## src/rtl/tug_pkg.sv

```systemverilog
// Shared types and constants for the tug-of-war playfield.
package tug_pkg;

    typedef enum logic [1:0] {
        PLAY = 2'd0,
        LWIN = 2'd1,
        RWIN = 2'd2,
        OVER = 2'd3
    } tug_state_t;

    localparam logic [1:0] WIN_NONE = 2'b00;
    localparam logic [1:0] WIN_L    = 2'b01;
    localparam logic [1:0] WIN_R    = 2'b10;

endpackage

```

## src/rtl/tug_score.sv

```systemverilog
// Saturating round-score counter; holds at MAX_SCORE instead of wrapping.
module tug_score
    import tug_pkg::*;
#(
    parameter int PTS_W     = 3,
    parameter int MAX_SCORE = 7
) (
    input  logic             clk,
    input  logic             reset,
    input  logic             inc,
    output logic [PTS_W-1:0] count,
    output logic             atMax
);

    localparam logic [PTS_W-1:0] MAX_V = PTS_W'(MAX_SCORE);

    logic [PTS_W-1:0] r_count;

    always_ff @(posedge clk) begin
        if (reset) begin
            r_count <= '0;
        end else if (inc && (r_count != MAX_V)) begin
            r_count <= r_count + 1'b1;
        end
    end

    assign count = r_count;
    assign atMax = (r_count == MAX_V);

endmodule

```

## src/rtl/tug_field.sv

```systemverilog
// N-light tug-of-war field: light position, round wins at both ends,
// per-player scores and match-over.
//
//  state | meaning
//  PLAY  | rally in progress, light shown at pos
//  LWIN  | left took the round, waiting for nextRound
//  RWIN  | right took the round, waiting for nextRound
//  OVER  | a score reached MAX_SCORE, only reset leaves
module tug_field
    import tug_pkg::*;
#(
    parameter int N_LIGHTS  = 9,
    parameter int PTS_W     = 3,
    parameter int MAX_SCORE = 7
) (
    input  logic                clk,
    input  logic                reset,
    input  logic                L,
    input  logic                R,
    input  logic                nextRound,
    output logic [N_LIGHTS-1:0] lights,
    output logic [PTS_W-1:0]    score_l,
    output logic [PTS_W-1:0]    score_r,
    output logic [1:0]          winner,
    output logic                gameOver
);

    localparam int                POS_W   = $clog2(N_LIGHTS);
    localparam logic [POS_W-1:0]  CENTER  = POS_W'(N_LIGHTS / 2);
    localparam logic [POS_W-1:0]  LAST    = POS_W'(N_LIGHTS - 1);
    localparam logic [PTS_W-1:0]  LAST_PT = PTS_W'(MAX_SCORE - 1);
    localparam logic [N_LIGHTS-1:0] ONE   = N_LIGHTS'(1);

    tug_state_t       r_state;
    tug_state_t       w_next_state;
    logic [POS_W-1:0] r_pos;
    logic [POS_W-1:0] w_next_pos;
    logic [1:0]       r_final;
    logic             w_inc_l;
    logic             w_inc_r;
    logic             w_move_l;
    logic             w_move_r;
    logic [PTS_W-1:0] w_score_l;
    logic [PTS_W-1:0] w_score_r;
    logic             w_atmax_l;
    logic             w_atmax_r;

    assign w_move_l = L & ~R;
    assign w_move_r = R & ~L;

    always_ff @(posedge clk) begin
        if (reset) begin
            r_state <= PLAY;
            r_pos   <= CENTER;
            r_final <= WIN_NONE;
        end else begin
            r_state <= w_next_state;
            r_pos   <= w_next_pos;
            if (w_inc_l) begin
                r_final <= WIN_L;
            end else if (w_inc_r) begin
                r_final <= WIN_R;
            end
        end
    end

    // The winning point is the one that brings a score from MAX-1 to MAX.
    always_comb begin
        w_next_state = r_state;
        w_next_pos   = r_pos;
        w_inc_l      = 1'b0;
        w_inc_r      = 1'b0;
        unique case (r_state)
            PLAY: begin
                if (nextRound) begin
                    w_next_pos = CENTER;
                end else if (w_move_r) begin
                    if (r_pos == '0) begin
                        w_inc_r      = 1'b1;
                        w_next_state = (w_score_r == LAST_PT) ? OVER : RWIN;
                    end else begin
                        w_next_pos = r_pos - 1'b1;
                    end
                end else if (w_move_l) begin
                    if (r_pos == LAST) begin
                        w_inc_l      = 1'b1;
                        w_next_state = (w_score_l == LAST_PT) ? OVER : LWIN;
                    end else begin
                        w_next_pos = r_pos + 1'b1;
                    end
                end
            end
            LWIN, RWIN: begin
                if (nextRound) begin
                    w_next_state = PLAY;
                    w_next_pos   = CENTER;
                end
            end
            OVER: begin
                w_next_state = OVER;
            end
            default: begin
                w_next_state = PLAY;
                w_next_pos   = CENTER;
            end
        endcase
    end

    always_comb begin
        lights = '0;
        winner = WIN_NONE;
        unique case (r_state)
            PLAY:    lights = ONE << r_pos;
            LWIN:    winner = WIN_L;
            RWIN:    winner = WIN_R;
            OVER:    winner = r_final;
            default: winner = WIN_NONE;
        endcase
    end

    tug_score #(
        .PTS_W     (PTS_W),
        .MAX_SCORE (MAX_SCORE)
    ) u_score_l (
        .clk   (clk),
        .reset (reset),
        .inc   (w_inc_l),
        .count (w_score_l),
        .atMax (w_atmax_l)
    );

    tug_score #(
        .PTS_W     (PTS_W),
        .MAX_SCORE (MAX_SCORE)
    ) u_score_r (
        .clk   (clk),
        .reset (reset),
        .inc   (w_inc_r),
        .count (w_score_r),
        .atMax (w_atmax_r)
    );

    assign score_l  = w_score_l;
    assign score_r  = w_score_r;
    assign gameOver = w_atmax_l | w_atmax_r;

endmodule
```

## config.mk

```make
export PLATFORM = sky130hd
export DESIGN_NAME = tug_field
export DESIGN_NICKNAME = d
export VERILOG_FILES = /design/src/rtl/tug_pkg.sv /design/src/rtl/tug_score.sv /design/src/rtl/tug_field.sv
export SDC_FILE = /design/constraint.sdc
export NUM_CORES = 1
export LEC_CHECK = 0
export ABC_AREA = 1
export BUFFER_PORTS_ARGS = -buffer_cell sky130_fd_sc_hd__buf_2
export CAP_MARGIN = 20
export CORE_ASPECT_RATIO = 1.4
export CORE_MARGIN = 1
export CORE_UTILIZATION = 48
export DETAILED_ROUTE_END_ITERATION = 10
export GPL_TIMING_DRIVEN = 0
export PLACE_DENSITY = 0.74
export SLEW_MARGIN = 20
export SYNTH_ARGS = -nofsm -noshare
export SYNTH_HDL_FRONTEND = slang
export SYNTH_SLANG_ARGS = --single-unit
```

## constraint.sdc

```tcl
create_clock -name clk -period 1.66 [get_ports clk]
set_clock_uncertainty 0.1 [all_clocks]
set_input_delay 0.083 -clock clk [delete_from_list [all_inputs] [get_ports clk]]
set_output_delay 0.083 -clock clk [all_outputs]
set_load 0.03 [all_outputs]
```

==> run_results.csv <==
group,metric,value,unit
run_status,status,"completed",
setup_path,cp.arrival,1.43,ns
final_layout,final_cell_count_no_fill,211,
setup_path,critical_path_class,"reg -> out",
synth,syn_area,1107,um2
sta,tns,0,ns
clocking,htree_levels,1,
grt,grt.total_usage,21.86,%
power,leakagePower,0.7263,nW
grt,grt_pass1_vias,1018,
sta,tightest_slew,0.4044,ns
clocking,cts.path.max_buffers,2,
final_layout,fin_area,1415,um2
grt,grt_pass1_wl,4140,um
sta,hold_viol,0,
placement,gp_congestion,0.8541,
sta,fin_crit,1.614,ns
synth,syn_inst,156,
sta,drv_slew,0,
power,ir_worst_vdd,0.5111,mV
synth,synth_edf_count,0,
clocking,clk_latency,0.30,ns
clocking,clock_sinks,14,
synth,ys_seq_elements,14,
placement,placed_cell_area,1246,um2
die,fp.dieArea,2506,um2
final_layout,nNetsFinal,207,
final_layout,synthToLayoutAreaGrowth,27.80,%
flow_run,maxCapViolations,0,
synth,synthFlopType,"dfxtp_1",
power,total_power,1.338,mW
die,initial_core_util,50.86,%
grt,grt-ovfl-total,0,
setup_path,max_stage_delay,0.33,ns
die,io_pins,23,
synth,syn_area_per_cell,7.098,um2
final_layout,drive_above_1_share,37.04,%
die,core_area,2177,um2
route,viasPerCell,5.171,
sta,fmax,619.5,MHz
synth,synth_fp_nets,173,
setup_path,slowest_stage,"dfxtp_2",
placement,numPortBuffers,21,
power,p_per_area,945.8,nW/um2
setup_path,r2r-end,"r_pos[3]",
grt,antenna_found_initial,0,
route,vias,1091,
setup_path,rr_worst_depth,9,
clocking,cts_root_buf,"clkbuf_4",
power,switching_share,43.94,%
setup_path,critPathLaunchType,"flip-flop",
route,drtPass1Iterations,4,
placement,dp.cells,199,
setup_path,crit_chain,"ha_1 -> ha_2 -> or2_2 -> buf_6",
route,drt_iter0_drc,10,
setup_path,worstPathMaxFanout,2,
setup_path,crit_start,"u_score_l.count[0]",
synth,synthTopCellsByArea,"dfxtp_1, ha_1, nand2_1",
route,drcViolationCount,0,
final_layout,n_antenna_cell,0,
power,seqPwrFrac,30.2,%
final_layout,fillerInstances,190,
synth,yosys_warnings,0,
synth,synth_top_area_share,25.31,%
die,die_h,58.83,um
clocking,cts_buffers,3,
power,power.clock.fraction,18.8,%
route,drt_wl_total,2476,um
setup_path,r2r_slack,0.11,ns
synth,synth_seq_area_share,25.31,%
clocking,clk_pin_slew_worst_paths,0.09,ns
setup_path,end_kind,"output pin",
power,power.switching,0.5881,mW
min_path,holdCritPathClass,"in -> reg",
setup_path,required,1.48,ns
placement,dp_slack,-0.09498,ns
clocking,postCtsHoldBufs,0,
synth,yosysMostFrequentCell,"nand2_1",
synth,yosysTopAreaCell,"dfxtp_1",
setup_path,crit_end,"gameOver",
sta,rsz0062_at_grt,"yes",
placement,hpwl,1944,um
route,postRouteAntennaNets,0,
clocking,cts_tree,"built",
route,wl_per_cell,11.73,um
power,power.internal,0.7503,mW
sta,fin_ws,0.04575,ns
setup_path,timing.rr.start,"r_state[0]",
die,rows,20,
sta,layout_worst_path_cycle_share,97.24,%
final_layout,utilization,65.00,%
synth,synth_cell_type_count,30,
synth,synth_common_cells,"nand2_1, inv_1, nor2_1, dfxtp_1, ha_1",
die,die_w,42.59,um
grt,grt_start_max_net_pins,9,
power,p_comb_share,51.0,%
synth,ys_async_sr_fraction,0,%
sta,slew_headroom,73.04,%
sta,hold_slack,0.06326,ns
sta,setup_viol,0,
-- layout by cell type, fill, tap and decap left out, drive strengths merged --
| cell type | Yosys | layout |
|---|---|---|
| inv | 23 | 23 |
| nor4 | 1 | 1 |
| or2 | 2 | 2 |
| xor2 | 1 | 1 |
| nand3 | 10 | 10 |
| ha | 12 | 12 |
| clkinv | 1 | 1 |
| buf | 3 | 32 |
| dfxtp | 14 | 14 |
| o21ai | 8 | 8 |
| nand4 | 2 | 2 |
| a21oi | 15 | 15 |
| xnor2 | 1 | 1 |
| nand2 | 32 | 32 |
| nor2 | 27 | 27 |
| clkbuf | 1 | 5 |
| nor3 | 3 | 3 |
-- worst max-delay path, delay by kind of cell (launching register included) --
kind	cells	cell delay, ns
adder cells (fa/ha/maj)	2	0.37
buffers and inverters	1	0.14
flip-flops	1	0.33
AND/OR/NAND/NOR	1	0.30
-- sequential cells by signal, indices dropped and copies added, names as in the netlist --
register and cells:
r_final 2, r_pos 4, r_state 2, u_score_l.count 3
u_score_r.count 3
-- layer usage --
layer	part of all wire [%]	up-vias	global-route usage, %
met1	39	502	21.39
met3	2.9	7	3.067
met5	0	-	0
met4	2.4	0	13.84
li1	-	560	-
met2	56	22	41.98
-- how the worst min path moves through the flow --
stage,from,to,slack (ns),cells after the start
floorplan,nextRound,r_pos[2],0.25,3
global placement,r_final[0],r_final[0],0.36,2
detailed placement,r_final[0],r_final[0],0.36,2
CTS,reset,r_pos[3],0.08,2
global route,reset,r_pos[3],0.1,2
finish,reset,r_pos[3],0.06,2
-- power groups by stage --
| stage | logic (mW) | registers (mW) | clock network, mW |
|---|---|---|---|
| after floorplan | 0.477 | 0.408 | 0 |
| after global placement | 0.596 | 0.408 | 0 |
| after detailed placement | 0.607 | 0.409 | 0 |
| after CTS | 0.625 | 0.404 | 0.250 |
| after global routing | 0.760 | 0.408 | 0.269 |
| final | 0.683 | 0.404 | 0.252 |
-- final cells by class --
class / instances / area [um2] / area share [%]
Buffer: 4 / 27.53 / 1.945
Sequential cell: 14 / 291.5 / 20.60
Timing Repair Buffer: 29 / 178.9 / 12.64
Clock buffer: 4 / 36.28 / 2.564
Inverter: 24 / 95.09 / 6.720
Tap cell: 22 / 27.53 / 1.945
Multi-Input combinational cell: 114 / 758.2 / 53.58
-- timing repair --
| action | in CTS | in global routing |
|---|---|---|
| endpoints found under the setup margin | 17 | 19 |
| buffers inserted | 1 | 7 |
| pin swaps | 0 | 3 |
| gates resized for setup | 13 | 10 |
-- kinds of logic after synthesis --
logic type               Yosys count  synth area share (%)
XOR/XNOR                           2                 1.582
flip-flops                        14                 25.31
adder cells (fa/ha/maj)           12                 13.56
AO/OA/AOI/OAI                     23                 12.09
buffers and inverters             28                 11.07
AND/OR/NAND/NOR                   77                 36.38
Power figures use the tool's default switching activity.
